[src/rtl/sram_frame_writer.sv]
// sram_frame_writer
// Front end of the SRAM interface: a small pixel FIFO feeding sequential frame
// writes, and a display read port sharing the same SRAM access slot. Every
// write occupies two cycles (WRITE strobe, then WHOLD while the interface pulses
// WE_N). Every read occupies one cycle (READ), and its data comes back on
// oReadData two cycles later.

module sram_frame_writer #(
  parameter int ADDR_W      = 18,
  parameter int DATA_W      = 16,
  parameter int FRAME_WORDS = 153600,
  parameter int FIFO_DEPTH  = 4      // power of 2, at least 2
) (
  input  logic              iCLK,
  input  logic              iRST_N,
  input  logic              iFrameStart,
  input  logic              iPixValid,
  input  logic [DATA_W-1:0] iPixData,
  input  logic              iReadReq,
  input  logic [ADDR_W-1:0] iReadAddr,
  input  logic [DATA_W-1:0] iMemReadData,
  output logic              oCtrlWrite,
  output logic [ADDR_W-1:0] oWriteAddr,
  output logic [DATA_W-1:0] oWriteData,
  output logic [ADDR_W-1:0] oReadAddr,
  output logic              oReadAck,
  output logic [DATA_W-1:0] oReadData,
  output logic              oReadValid,
  output logic              oOverflow
);

  localparam int PTR_W = $clog2(FIFO_DEPTH);
  localparam int CNT_W = PTR_W + 1;

  localparam logic [ADDR_W-1:0] LAST_ADDR = ADDR_W'(FRAME_WORDS - 1);
  localparam logic [CNT_W-1:0]  FULL_CNT  = CNT_W'(FIFO_DEPTH);

  localparam logic [1:0] S_IDLE  = 2'd0;
  localparam logic [1:0] S_WRITE = 2'd1;
  localparam logic [1:0] S_WHOLD = 2'd2;
  localparam logic [1:0] S_READ  = 2'd3;

  // ---------------------------------------------------------------------------
  // State
  // ---------------------------------------------------------------------------
  logic [1:0]        state_q, state_d;

  logic [DATA_W-1:0] fifo_mem [FIFO_DEPTH];
  logic [PTR_W-1:0]  fifo_wr_q, fifo_rd_q;
  logic [CNT_W-1:0]  fifo_cnt_q, fifo_cnt_d;

  logic [ADDR_W-1:0] wptr_q, wptr_d;
  logic              skip_inc_q, skip_inc_d;

  logic [ADDR_W-1:0] write_addr_q;
  logic [DATA_W-1:0] write_data_q;
  logic [ADDR_W-1:0] read_addr_q;
  logic              rd_pend_q;
  logic [DATA_W-1:0] read_data_q;
  logic              read_valid_q;
  logic              overflow_q;

  logic fifo_full, fifo_empty;
  logic push, pop, drop;
  logic enter_read;
  logic [ADDR_W-1:0] wptr_inc;

  // Full/empty come from the registered count, so a same-cycle pop does not
  // make room for a same-cycle pixel.
  assign fifo_full  = (fifo_cnt_q == FULL_CNT);
  assign fifo_empty = (fifo_cnt_q == '0);
  assign push       = iPixValid && !fifo_full;
  assign drop       = iPixValid &&  fifo_full;

  // Dispatch: a pending read wins unless the FIFO is full or a read just ran.
  always_comb begin
    state_d = state_q;
    pop     = 1'b0;
    if (state_q == S_WRITE) begin
      state_d = S_WHOLD;
    end else if (iReadReq && !fifo_full && (state_q != S_READ)) begin
      state_d = S_READ;
    end else if (!fifo_empty) begin
      state_d = S_WRITE;
      pop     = 1'b1;
    end else begin
      state_d = S_IDLE;
    end
  end

  assign enter_read = (state_d == S_READ);

  // FIFO occupancy after this cycle's push and pop.
  always_comb begin
    fifo_cnt_d = fifo_cnt_q + CNT_W'(push) - CNT_W'(pop);
  end

  // Frame write pointer. It holds the address of the next write and advances
  // on exit from WHOLD. A frame start during the WRITE cycle has already
  // rewound the pointer to 0, so the WHOLD exit of that same write must not
  // advance it again. The following write then lands at address 0.
  assign wptr_inc = (wptr_q == LAST_ADDR) ? '0 : wptr_q + ADDR_W'(1);

  always_comb begin
    wptr_d = wptr_q;
    if ((state_q == S_WHOLD) && !skip_inc_q) begin
      wptr_d = wptr_inc;
    end
    if (iFrameStart) begin
      wptr_d = '0;
    end
  end

  always_comb begin
    skip_inc_d = (state_q == S_WRITE) && iFrameStart;
  end

  // ---------------------------------------------------------------------------
  // Sequential logic
  // ---------------------------------------------------------------------------

  // FSM state register.
  always_ff @(posedge iCLK or negedge iRST_N) begin
    if (!iRST_N) begin
      state_q <= S_IDLE;
    end else begin
      state_q <= state_d;
    end
  end

  // Pixel storage. Only the pointers are reset; stale words are never read.
  always_ff @(posedge iCLK) begin
    if (push) begin
      fifo_mem[fifo_wr_q] <= iPixData;
    end
  end

  // FIFO pointers and occupancy.
  always_ff @(posedge iCLK or negedge iRST_N) begin
    if (!iRST_N) begin
      fifo_wr_q  <= '0;
      fifo_rd_q  <= '0;
      fifo_cnt_q <= '0;
    end else begin
      fifo_cnt_q <= fifo_cnt_d;
      if (push) begin
        fifo_wr_q <= fifo_wr_q + PTR_W'(1);
      end
      if (pop) begin
        fifo_rd_q <= fifo_rd_q + PTR_W'(1);
      end
    end
  end

  // Frame write pointer and its skip-once flag.
  always_ff @(posedge iCLK or negedge iRST_N) begin
    if (!iRST_N) begin
      wptr_q     <= '0;
      skip_inc_q <= 1'b0;
    end else begin
      wptr_q     <= wptr_d;
      skip_inc_q <= skip_inc_d;
    end
  end

  // On WRITE entry, latch the FIFO head and the address it goes to. The address
  // is taken from the next-state pointer, so a back-to-back dispatch from WHOLD
  // already sees the advanced (or frame-start rewound) value.
  always_ff @(posedge iCLK or negedge iRST_N) begin
    if (!iRST_N) begin
      write_addr_q <= '0;
      write_data_q <= '0;
    end else if (pop) begin
      write_addr_q <= wptr_d;
      write_data_q <= fifo_mem[fifo_rd_q];
    end
  end

  // On READ entry, latch the requested address for the interface.
  always_ff @(posedge iCLK or negedge iRST_N) begin
    if (!iRST_N) begin
      read_addr_q <= '0;
    end else if (enter_read) begin
      read_addr_q <= iReadAddr;
    end
  end

  // Read return pipe: the interface presents data the cycle after READ, and
  // that data is registered here to appear one cycle later with oReadValid.
  always_ff @(posedge iCLK or negedge iRST_N) begin
    if (!iRST_N) begin
      rd_pend_q    <= 1'b0;
      read_valid_q <= 1'b0;
      read_data_q  <= '0;
    end else begin
      rd_pend_q    <= (state_q == S_READ);
      read_valid_q <= rd_pend_q;
      if (rd_pend_q) begin
        read_data_q <= iMemReadData;
      end
    end
  end

  // Sticky overflow flag. A drop in the same cycle as a frame start still
  // sets it, so a lost pixel is never silently hidden.
  always_ff @(posedge iCLK or negedge iRST_N) begin
    if (!iRST_N) begin
      overflow_q <= 1'b0;
    end else if (drop) begin
      overflow_q <= 1'b1;
    end else if (iFrameStart) begin
      overflow_q <= 1'b0;
    end
  end

  // ---------------------------------------------------------------------------
  // Outputs: all come straight from registers. The strobes are decoded from the
  // state register, so the asynchronous reset clears them at once.
  // ---------------------------------------------------------------------------
  assign oCtrlWrite = (state_q == S_WRITE);
  assign oReadAck   = (state_q == S_READ);
  assign oWriteAddr = write_addr_q;
  assign oWriteData = write_data_q;
  assign oReadAddr  = read_addr_q;
  assign oReadData  = read_data_q;
  assign oReadValid = read_valid_q;
  assign oOverflow  = overflow_q;

endmodule

[config.mk]
export PLATFORM = sky130hd
export DESIGN_NAME = sram_frame_writer
export DESIGN_NICKNAME = d
export VERILOG_FILES = /design/src/rtl/sram_frame_writer.sv
export SDC_FILE = /design/constraint.sdc
export NUM_CORES = 1
export LEC_CHECK = 0
export BUFFER_PORTS_ARGS = -buffer_cell sky130_fd_sc_hd__buf_2
export CAP_MARGIN = 5
export CORE_MARGIN = 5
export CORE_UTILIZATION = 45
export DETAILED_ROUTE_END_ITERATION = 7
export PLACE_DENSITY = 0.63
export SYNTH_ARGS = -nofsm -noshare
export SYNTH_HDL_FRONTEND = slang
export SYNTH_SLANG_ARGS = --single-unit
[constraint.sdc]
create_clock -name iCLK -period 6.6 [get_ports iCLK]
set_input_delay 0.33 -clock iCLK [delete_from_list [all_inputs] [get_ports iCLK]]
set_output_delay 0.33 -clock iCLK [all_outputs]
set_load 0.01 [all_outputs]
==> metrics.md <==
| Metric | Value |
|---|---|
| Status | finished, final reports clean |
| Hold Crit Start | iPixData[0] |
| R2r endpoint | fifo_cnt_q[2] |
| Sequential fraction of design power | 0.442 |
| WS Path Type | reg -> reg |
| Cell count after synthesis | 420 |
| Die span in x | 129 um |
| H-tree depth | 4 |
| CP Max Fanout | 30 |
| FMAX | 0.335 GHz |
| Power consumption | 3.42 mW |
| Initial Util | 0.460 |
| DRT Pass-1 Iters | 4 |
| Routed length per placed instance | 16.2 um |
| Period utilization | 0.452 |
| Logic gate share of total power | 0.303 |
| Sum Neg Setup Slack | 0 ns |
| Switching share of power | 0.321 |
| Max VDD drop | 0.000209 V |
| Area Growth Syn to Fin | 21.0% |
| # DRC | 0 |
| Min Tclk post-route | 2.99 ns |
| Cell Rows | 43 |
| Synthesized area | 6380 um^2 |
| CP Data Arrival Time | 3.32 ns |
| Seq/Total Area, Yosys | 0.689 |
| Final ANT Viol Nets | 0 |
| Root Buffer Master | clkbuf_16 |
| CTS buffer count | 17 |
| Post-Syn Area per Cell | 15.2 um^2 |
| Hold path cells | 1 |
| Skew final | 0.00612 ns |
| Worst Hold End | fifo_mem[0][0] |
| Worst min path class | in -> reg |
| Post-synthesis cell type count | 41 |
| Core area | 13900 um^2 |
| Final Max Slew Viols | 0 |
| Vias in the first global route | 3922 |
| Unrepaired setup endpoints after global routing | no |
| Nets | 615 |
| Via count | 3674 |
| CP required | 6.94 ns |
| Largest net degree at the start of global routing | 71 |
| Fillers | 1142 |
| Die area | 16700 um^2 |
| Vias per cell | 4.93 |
| Post-DP HPWL | 8.40 mm |
| Register area | 4400 um^2 |
| DRT Wirelength | 12.1 mm |
| Worst-Margin Slew | 0.893 ns |
| GP Congestion | 0.722 |
| P_sw | 1.10 mW |
| CTS tree | yes |
| Share of layout cells above drive strength 1 | 0.398 |
| Post-DP Area | 7180 um^2 |
| Clk pwr share | 0.256 |
| Hold slack | 0.125 ns |
| Pwr/cell area | 444 nW/um^2 |
| Initial drt markers | 135 |
| Fin. Hold Viols | 0 |
| CP Launch Type | flop |
| Post-Syn Nets | 483 |
| Final Instance Area | 7720 um^2 |
| Max-cap violations | 0 |
| Leak | 3.40 nW |
| Chip Height | 129 um |
| Area occupied by multi-input gates | 1860 um^2 |
| Clock Pin Slew Worst Setup and Hold Paths | 0.06 ns |
| Slew margin rel. | 0.405 |
| First-pass GRT wire length | 19.9 mm |
| RR Startpoint | state_q[0] |
| Total internal power | 2.33 mW |
| Setup violators final | 0 |
| Register-to-Register Path Depth | 12 |
| Initial antenna violation count | 1 |
| Io pins | 127 |
| Register bit total from synthesis | 163 |
| Crit end category | flop |
| Later-pin clock latency in the skew report | 0.41 ns |
| CTS Sinks | 163 |
| Ant diodes | 0 |
| Total GRT Usage | 0.156 |
| Ys Warns | 0 |
| FF-to-FF setup slack | 3.61 ns |
| Post-CTS Resized | 0 |
| GRT overflow | 0 |
| I/O Buffers | 126 |
| Worst-case clock buffer depth | 2 |
## power by group through the flow
| stage | combinational, mW | clock (mW) | sequential [mW] |
|---|---|---|---|
| final | 1.04 | 0.875 | 1.51 |
| after global routing | 1.16 | 0.947 | 1.55 |
| after CTS | 1.07 | 0.898 | 1.52 |
| after detailed placement | 1.07 | 0 | 1.54 |
| after global placement | 1.04 | 0 | 1.52 |
| after floorplan | 0.666 | 0 | 1.55 |
## cell usage after synthesis
library cell  instances  area (um^2)
nand2_1              70          263
buf_1                 1         3.75
buf_2                 9         45.0
ha_1                  7         87.6
nor3_1                4         20.0
nand4_1               4         25.0
and3_1                3         18.8
edfxtp_1             64         1920
or2_1                 2         12.5
nor4bb_1              1         10.0
mux2_2               42          473
nor2_2                1         6.26
nor4_2                1         12.5
a21oi_1               1         5.00
inv_1                 7         26.3
o21ai_0               2         10.0
or2_2                 1         6.26
o21ai_1               9         45.0
nor4_4                2         42.5
nor2_1               18         67.6
mux4_2               16          360
nor2b_1               2         12.5
and2_1                6         37.5
nor4_1                1         6.26
fa_1                  1         20.0
a41o_1                1         10.0
or2_0                 1         6.26
xnor2_1              13          114
o31ai_1               1         7.51
dfrtp_1              99         2480
or3b_1                1         8.76
nand2b_1              1         6.26
nand4_4               1         21.3
nor3b_2               1         12.5
inv_2                 1         3.75
nor3b_1               3         22.5
xor2_1                9         78.8
buf_4                 3         22.5
clkbuf_1              4         15.0
buf_6                 1         11.3
nand3_1               5         25.0
## final cells by class
cell class	instances	area share
inverter	8	0.00389
clock inverter	11	0.0105
timing repair buffer	131	0.0872
clock buffer	21	0.0584
multi-input combinational	231	0.241
sequential	163	0.570
tap	180	0.0292
## through the flow
stage	instances	worst slack, ns	util
6_report	745	3.61	0.556
4_1_cts	745	3.57	0.556
2_1_floorplan	420	3.95	-
3_5_place_dp	712	3.58	0.517
5_1_grt	745	3.35	0.556
3_3_place_gp	712	3.67	0.517
## worst max path at each step
| stage | from | to | slack (ns) | cells after the start |
|---|---|---|---|---|
| floorplan | state_q[0] | fifo_cnt_q[2] | 3.95 | 13 |
| global placement | state_q[0] | fifo_cnt_q[2] | 3.67 | 12 |
| detailed placement | state_q[0] | fifo_cnt_q[2] | 3.58 | 12 |
| CTS | state_q[0] | fifo_cnt_q[2] | 3.57 | 12 |
| global route | state_q[0] | fifo_cnt_q[2] | 3.35 | 12 |
| finish | state_q[0] | fifo_cnt_q[2] | 3.61 | 12 |
## what timing repair did
item	in CTS	in global routing
hold endpoints to repair	29	0
hold buffers	1	0
setup endpoints to repair	0	0
setup buffers	0	0
## routing by layer
| metal | vias to the layer above | global-route usage | routed length [um] |
|---|---|---|---|
| met5 | - | 0 | 11 |
| met4 | 2 | 0.0574 | 171 |
| met3 | 17 | 0.0466 | 766 |
| met2 | 94 | 0.264 | 6060 |
| met1 | 1822 | 0.191 | 5050 |
| li1 | 1739 | - | - |
## flip-flops by register name, indices dropped and copies added, names as in the netlist
name	flops
wptr_q	18
skip_inc_q	1
oReadValid	1
fifo_mem	64
oWriteAddr	18
fifo_cnt_q	3
oReadData	16
fifo_wr_q	2
rd_pend_q	1
fifo_rd_q	2
oReadAddr	18
oOverflow	1
state_q	2
oWriteData	16
## cell families (layout without fill, tap and decap cells)
kind of cell             count (synthesis)  count (layout)  synth area share
AO/OA/AOI/OAI                           14              14            0.0122
adder cells (fa/ha/maj)                  8               8            0.0169
buffers and inverters                   26             171            0.0200
flip-flops                             163             163             0.689
multiplexers                            58              58             0.131
AND/OR/NAND/NOR                        129             129             0.101
XOR/XNOR                                22              22            0.0302
## cell usage in the layout (no fill, tap or decap), types with 2 or more instances in the layout
master,count
buf_2,125
dfrtp_1,99
nand2_1,70
edfxtp_1,64
mux2_2,42
nor2_1,18
clkbuf_16,17
mux4_2,16
xnor2_1,13
xor2_1,9
o21ai_1,9
inv_1,7
ha_1,7
and2_1,6
nand3_1,5
buf_4,5
nor3_1,4
nand4_1,4
clkinvlp_4,4
and3_1,3
clkbuf_1,3
nor2b_1,2
nor3b_2,2
or2_1,2
nor3b_1,2
nor4_4,2
o21ai_0,2
clkinv_2,2
clkinv_4,2
## critical path, cell delays in order (launching register included)
cell	delay [ns]
dfrtp_1	0.42
nor2b_1	0.18
or2_0	0.23
or2_1	0.20
buf_4	0.24
inv_2	0.40
ha_1	0.32
inv_1	0.05
ha_1	0.12
inv_1	0.05
fa_1	0.37
xnor2_1	0.18
xnor2_1	0.14
Power figures use the tool's default switching activity.
